$ cat config.mk
export PLATFORM = sky130hd
export DESIGN_NAME = noc_arbiter2
export DESIGN_NICKNAME = d
export VERILOG_FILES = /design/src/rtl/noc_arbiter2.sv
export SDC_FILE = /design/constraint.sdc
export NUM_CORES = 1
export LEC_CHECK = 0
export BUFFER_PORTS_ARGS = -buffer_cell sky130_fd_sc_hd__buf_4
export CAP_MARGIN = 10
export CORE_ASPECT_RATIO = 0.8
export CORE_MARGIN = 2
export CORE_UTILIZATION = 43
export CTS_CLUSTER_DIAMETER = 100
export DETAILED_ROUTE_END_ITERATION = 6
export GPL_ROUTABILITY_DRIVEN = 0
export PLACE_DENSITY = 0.79
export SLEW_MARGIN = 40
export SYNTH_ARGS = -nofsm -noshare
export SYNTH_HDL_FRONTEND = slang
export SYNTH_SLANG_ARGS = --single-unit
$ cat constraint.sdc
create_clock -name CLK -period 1.45 [get_ports CLK]
set_input_delay 0.2175 -clock CLK [delete_from_list [all_inputs] [get_ports CLK]]
set_output_delay 0.2175 -clock CLK [all_outputs]
set_load 0.005 [all_outputs]
$ cat src/rtl/noc_arbiter2.sv
// noc_arbiter2: two-input flit arbiter with burst-limited round-robin and a one-entry output register
module noc_arbiter2 #(
    parameter int W     = 9,
    parameter int BURST = 4
) (
    input  logic         CLK,
    input  logic         _RESET,
    input  logic [W-1:0] in0_data,
    input  logic         in0_valid,
    output logic         in0_ready,
    input  logic [W-1:0] in1_data,
    input  logic         in1_valid,
    output logic         in1_ready,
    output logic [W-1:0] out_data,
    output logic         out_src,
    output logic         out_valid,
    input  logic         out_ready
);
    typedef enum logic [1:0] {IDLE = 2'd0, G0 = 2'd1, G1 = 2'd2} state_t;

    state_t       r_state, w_state_nx;
    logic         r_prio, w_prio_nx;
    logic [3:0]   r_cnt, w_cnt_nx;
    logic [W-1:0] r_data;
    logic         r_src, r_valid;
    logic         w_load, w_gnt, w_xfer, w_cur, w_v_cur, w_v_oth;

    assign w_load    = !r_valid | out_ready;
    assign in0_ready = _RESET & w_load & !w_gnt & in0_valid;
    assign in1_ready = _RESET & w_load &  w_gnt & in1_valid;
    assign w_xfer    = in0_ready | in1_ready;
    assign out_data  = r_data;
    assign out_src   = r_src;
    assign out_valid = r_valid;

    // Grant: IDLE resolves ties by prio; a Gi state keeps i until its burst is used up and the other input waits
    always_comb begin
        w_cur   = (r_state == G1);
        w_v_cur = w_cur ? in1_valid : in0_valid;
        w_v_oth = w_cur ? in0_valid : in1_valid;
        w_gnt   = (r_state == IDLE) ? ((in0_valid & in1_valid) ? r_prio : in1_valid)
                : (w_v_cur && (r_cnt < 4'(BURST) || !w_v_oth)) ? w_cur
                : (w_v_oth ? !w_cur : w_cur);
    end

    // Next state: a transfer moves to the granted input's state; a load slot with nothing offered returns to IDLE
    always_comb begin
        w_state_nx = r_state;
        w_cnt_nx   = r_cnt;
        w_prio_nx  = r_prio;
        if (w_xfer) begin
            w_state_nx = w_gnt ? G1 : G0;
            w_cnt_nx   = (r_state != (w_gnt ? G1 : G0)) ? 4'd1
                       : (r_cnt >= 4'(BURST)) ? 4'(BURST) : r_cnt + 4'd1;
            w_prio_nx  = !w_gnt;
        end else if (w_load && r_state != IDLE) begin
            w_state_nx = IDLE;
            w_cnt_nx   = 4'd0;
        end
    end

    // Arbitration state register
    always_ff @(posedge CLK or negedge _RESET) begin
        if (!_RESET) begin
            r_state <= IDLE;
            r_cnt   <= 4'd0;
            r_prio  <= 1'b0;
        end else begin
            r_state <= w_state_nx;
            r_cnt   <= w_cnt_nx;
            r_prio  <= w_prio_nx;
        end
    end

    // Output register: reloads whenever it is empty or being drained, so load and drain share one edge
    always_ff @(posedge CLK or negedge _RESET) begin
        if (!_RESET) begin
            r_data  <= '0;
            r_src   <= 1'b0;
            r_valid <= 1'b0;
        end else if (w_load) begin
            r_valid <= w_xfer;
            if (w_xfer) begin
                r_data <= w_gnt ? in1_data : in0_data;
                r_src  <= w_gnt;
            end
        end
    end
endmodule

==> results of run 1 <==
## synthesized netlist by cell type, types with 2 or more instances
| master | count |
|---|---|
| a21oi_1 | 2 |
| a31oi_1 | 10 |
| buf_4 | 2 |
| clkbuf_1 | 2 |
| dfrtp_1 | 18 |
| inv_1 | 2 |
| nand2_1 | 4 |
| nand2b_1 | 3 |
| nand3_1 | 2 |
| nand4_1 | 9 |
| nor2_1 | 15 |
| nor2b_1 | 2 |
| o21ai_0 | 3 |
| o31ai_1 | 9 |
| or2_2 | 2 |
| or3b_1 | 2 |
## state kept, by name, summed over array words and instances (netlist names)
register and count:
out_src 1, r_cnt 4, out_data 9, r_state 2
out_valid 1, r_prio 1
## power breakdown
part / leakage, nW / switching [W] / total (W) / internal, W
registers: 0.214 / 0.0000671 / 0.000667 / 0.000600
clock network: 0.0210 / 0.000163 / 0.000317 / 0.000153
logic: 0.491 / 0.000324 / 0.000695 / 0.000371
## area by class of cell
cell class / count / area, µm²
repair buffers: 55 / 439
clock buffers: 4 / 36.3
fillers: 145 / 571
flip-flops and latches: 18 / 452
inverters: 2 / 7.51
multi-input cells: 81 / 659
well taps: 25 / 31.3
## layer usage
layer | track usage (%) | vias to the layer above | share of wire (%)
li1 | - | 512 | -
met1 | 28.5 | 528 | 44
met2 | 35.5 | 46 | 49
met3 | 6.22 | 4 | 6.6
met4 | 4.19 | 0 | 0.61
met5 | 0 | - | 0
## through the flow
| step | instances | power [W] | utilization [%] | hold WS [ps] |
|---|---|---|---|---|
| after global placement | 177 | 0.00124 | 64.7 | 41.0 |
| final | 185 | 0.00168 | 74.0 | 167 |
| after detailed placement | 177 | 0.00126 | 64.7 | 42.7 |
| after CTS | 183 | 0.00162 | 69.3 | 165 |
| after floorplan | 107 | 0.000959 | - | -78.1 |
| after global routing | 185 | 0.00178 | 74.0 | 156 |
## how the worst max path moves through the flow
stage / endpoint / slack [ps] / depth (start not counted)
final: in1_ready / -450 / 5
after global routing: in1_ready / -500 / 5
after CTS: in0_ready / -480 / 5
after detailed placement: in0_ready / -150 / 5
after global placement: in0_ready / -120 / 5
after floorplan: in0_ready / -40 / 4
## cell families after synthesis
group                      Yosys count  synth area share, %
adders and majority gates            1                 1.23
and+or+nand+nor                     46                 25.9
AOI/OAI and AO/OA                   34                 24.7
buffers and inverters                8                 3.82
DFF                                 18                 44.4
## critical path: stages (launching register included)
cell and delay [ps]:
dfrtp_1 410, or3b_4 410, or3b_4 280, nand3_4 70, nor2_2 100, buf_4 110
## what timing repair did
action	in CTS	in global routing
endpoints found under the setup margin	15	18
resized for setup	10	17
endpoints found under the hold margin	18	0
setup buffers	1	3
gates cloned	0	1
hold buffers	1	0
pin swaps	4	11
==> results.md, run 1 <==
* Outcome: finished with violations
* Failing checks: negative setup slack
* Terminus of the critical flop-to-flop path: out_data[4]
* TritonRoute pass-1 iters at 4
* Final period utilization at 131%
* Setup-failing EPs final at 13
* Tot GR Track Use at 21.4%
* Hold Path Stages at 3
* Port Buffer Count at 35
* Static leakage at 0.726 nW
* Hold endpoint: out_data[5]
* Post-Syn Instances at 107
* Cell taking the most area after synthesis: dfrtp_1
* Initial Util at 46.2%
* Synth top area cells: dfrtp_1 44%, o31ai_1 6.7%, a31oi_1 6.2%, nand4_1 5.5%, nor2_1 5.5%
* Power Density at 1030 mW/mm²
* Clk_lat worst skew at 300 ps
* Maxcap violations at 0
* Min Clock Period, post-route at 1900 ps
* Crit Reg-Reg Startpoint: r_cnt[3]
* Crit Path Class: flip-flop to output pin
* Sequential cell area fraction in the yosys report at 44.4%
* First-pass GRT wire length at 4360 µm
* Die W at 58.3 µm
* Root Buffer: clkbuf_4
* R2R depth at 6
* Vias in the first global route at 962
* Share of cells above drive strength 1 at 50.6%
* Vias per cell at 5.89
* Synth Cell Area at 0.00101 mm²
* Post-DRT Antenna Nets at 0
* CTS Buf Count at 3
* Nets at 185
* Longest Clk Path Bufs at 2
* Post-Synthesis Net Count at 131
* Number of flops mapped to enable cells by yosys at 0
* CTS tree: yes
* Worst VDD drop at 0.000713 V
* Top cell type's share of synthesized area at 44.4%
* Clock Skew at 5.85 ps
* Ys flop type: dfrtp_1
* Die H at 47.5 µm
* Final Hold Fails at 0
* Final Cell Area at 0.00163 mm²
* Worst min-delay path category: primary input to flip-flop
* Area grow syn2layout at 60.2%
* Commonest non-fill, non-tap cell in the layout: buf_4
* Crit path required time at 1230 ps
* # diodes at 0
* DRC viols at 0
* DR vias at 1090
* Fmax at 526 MHz
* Fin worst setup slack at -453 ps
* Largest net degree at the start of global routing at 20
* Clk sinks at 18
* Yosys warns at 0
* FP Rows at 15
* Initial antenna violation count at 0
* Critical path startpoint: r_cnt[3]
* First DRT Iteration DRCs at 30
* H-tree levels at 1
* Number of synthesized register bits at 18
* Synth cell types at 36
* Post-Route WL at 3100 µm
* Worst slew pin tran at 289 ps
* Clk pin slew, worst setup/hold paths at 110 ps
* HP Start: in0_data[5]
* R2R Setup Slk at -290 ps
* Max-slew headroom at 80.7%
* DP Area at 0.00142 mm²
* Gr ovfl total at 0
* Place WS at -150 ps
* Max-slew violation count at 0
* Setup TNS at -3330 ps
* Post-DP HPWL at 2080 µm
* CP endpoint kind: output pin
* Most frequent cells in the layout: 50 x buf_4, 17 x dfrtp_1, 13 x nor2_1
* Post-synth ARST share at 100%
* Total Die Area at 0.00277 mm²
* CP arrival at 1690 ps
* Routed len/inst at 16.8 µm
* Max FO, Critical Path at 3
* RSZ-0062 raised after global routing: true
* I/O pin cnt at 36
* CORE AREA at 0.00220 mm²
* Mapped Avg Cell Area at 9.48 µm²
* Crit path launch type: flip-flop
No activity file was read; power rests on OpenSTA's default activity.
==> run 2: changes to the inputs <==
- CORE_MARGIN: 2 -> default
==> run 2 against run 1 <==
The flow still finishes with violations (negative setup slack); register-to-register slack worse by 180 ps; core utilization is 1.1 points higher; critical path type is now flip-flop to flip-flop; clock skew decreased by 3.2 ps; largest power group unchanged; worst setup slack got worse by 20 ps.
==> results.md, run 2 (same netlist as run 1, synthesis figures left out) <==
* Clk_lat worst skew at 300 ps (about the same)
* Tot GR Track Use at 26.3% (+4.9 points)
* Max FO, Critical Path at 4 (+1)
* Post-DP HPWL at 2090 µm (+0.14%)
* First-pass GRT wire length at 4980 µm (+14%)
* Die W at 56.3 µm (-3.4%)
* Post-DRT Antenna Nets at 0 (unchanged)
* Static leakage at 0.750 nW (+3.3%)
* Clk sinks at 18 (unchanged)
* Vias per cell at 5.96 (+1.1%)
* Most Crowded Layer GR: met2
* Crit Reg-Reg Startpoint: r_cnt[3]
* Initial Util at 46.2% (unchanged)
* CP endpoint kind: flip-flop
* DRC viols at 0 (unchanged)
* DR vias at 1126 (+3.3%)
* Failing checks: negative setup slack
* Initial antenna violation count at 0 (unchanged)
* Min Clock Period, post-route at 1920 ps (+20.5 ps)
* Setup-failing EPs final at 16 (+3)
* GR Util met2 at 44.3% (+8.8 points)
* Gr ovfl total at 0 (unchanged)
* TritonRoute pass-1 iters at 4 (unchanged)
* First DRT Iteration DRCs at 32 (+6.7%)
* Final period utilization at 133% (+1.4 points)
* Root Buffer: clkbuf_4
* CORE AREA at 0.00220 mm² (unchanged)
* Routing usage on met1 at 32.3% (+3.8 points)
* Final Hold Fails at 0 (unchanged)
* Worst min-delay path category: primary input to flip-flop
* R2R depth at 7 (+1)
* RSZ-0062 raised after global routing: true
* Crit Path Class: flip-flop to flip-flop
* H-tree levels at 1 (unchanged)
* Terminus of the critical flop-to-flop path: out_data[1]
* Clk pin slew, worst setup/hold paths at 110 ps (about the same)
* Worst setup endpoint: out_data[1]
* Place WS at -166 ps (-16.4 ps)
* Longest Clk Path Bufs at 2 (unchanged)
* Hold Slack at 160 ps (-6.89 ps)
* Worst VDD drop at 0.000840 V (+18%)
* Crit path launch type: flip-flop
* # diodes at 0 (unchanged)
* I/O pin cnt at 36 (unchanged)
* Largest net degree at the start of global routing at 20 (unchanged)
* Crit path required time at 1620 ps (+390 ps)
* Critical path startpoint: r_cnt[3]
* Nets at 189 (+2.2%)
* Die H at 45.5 µm (-4.2%)
* Max-slew violation count at 0 (unchanged)
* Max reg flops at 9 (unchanged)
* FP Rows at 15 (unchanged)
* CTS Buf Count at 3 (unchanged)
* GRT met3 Usage at 9.09% (+2.9 points)
* Worst slew pin tran at 319 ps (+29.8 ps)
* Post-Route WL at 3380 µm (+8.8%)
* Routed len/inst at 17.9 µm (+6.5%)
* Share of cells above drive strength 1 at 51.8% (+1.2 points)
* Vias in the first global route at 1055 (+9.7%)
* Setup TNS at -4210 ps (-872 ps)
* Power Density at 1040 mW/mm² (+0.44%)
* Fmax at 520 MHz (-1.1%)
* Area grow syn2layout at 62.6%
* DP Area at 0.00142 mm² (unchanged)
* Fin worst setup slack at -473 ps (-20.5 ps)
* Outcome: finished with violations
* Total Die Area at 0.00256 mm² (-7.5%)
* Most frequent cells in the layout: 52 x buf_4, 17 x dfrtp_1, 14 x nor2_1
* R2R Setup Slk at -470 ps (-180 ps)
* CTS tree: yes
* Max-slew headroom at 78.6% (-2.1 points)
* CP arrival at 2100 ps (+410 ps)
* Clock Skew at 2.66 ps (-3.18 ps)
* Final Cell Area at 0.00165 mm² (+1.5%)
* Maxcap violations at 0 (unchanged)
* Commonest non-fill, non-tap cell in the layout: buf_4
* Port Buffer Count at 35 (unchanged)
[run 2: changes by cell type in the layout (fill, tap and decap cells not counted), sizes merged]
| cell | delta |
|---|---|
| buf | +4 |
[run 2: cell type report]
class	instances	area, µm²
timing repair buffer	59	480
inverter	2	7.51
sequential	18	452
multi-input combinational	81	643
tap	25	31.3
fill	152	546
clock buffer	4	36.3
[run 2: how the worst min path moves through the flow]
stage / startpoint / endpoint / slack, ps / depth (start not counted)
2_1_floorplan: _RESET / out_data[0] / -80 / 0
3_3_place_gp: _RESET / r_state[0] / 40 / 1
3_5_place_dp: _RESET / r_state[0] / 40 / 1
4_1_cts: in0_data[5] / out_data[5] / 160 / 3
5_1_grt: in0_data[6] / out_data[6] / 160 / 3
6_report: in0_data[5] / out_data[5] / 160 / 3
[run 2: stage by stage]
step           total power [W]  instances  utilization, %
2_1_floorplan         0.000959        107               -
3_3_place_gp           0.00124        177            64.7
3_5_place_dp           0.00126        177            64.7
4_1_cts                0.00164        185            71.8
5_1_grt                0.00180        189            75.2
6_report               0.00171        189            75.2
[run 2: power breakdown]
group / internal [W] / total (W) / switching [W] / leakage [nW]
clock network: 0.000153 / 0.000321 / 0.000167 / 0.0210
registers: 0.000600 / 0.000670 / 0.0000703 / 0.214
logic: 0.000377 / 0.000721 / 0.000343 / 0.515
total: 0.00113 / 0.00171 / 0.000581 / 0.750
[run 2: what timing repair did]
action,CTS,global route
gates cloned,1,0
resized for setup,17,12
pin swaps,13,18
endpoints found under the hold margin,18,0
hold buffers,1,0
setup endpoints to repair,16,18
buffers inserted,2,4
[run 2: worst max-delay path, stage by stage (launching register included)]
cell,delay [ps]
dfrtp_1,420
or3b_4,420
nor3b_4,170
buf_4,140
buf_6,110
buf_6,130
o31ai_4,250
a31oi_1,150
[run 2: layer usage]
layer / part of all wire (%) / vias to the layer above
met1: 42 / 532
met3: 8.1 / 12
met2: 47 / 59
li1: - / 523
met5: 0 / -
met4: 2.2 / 0
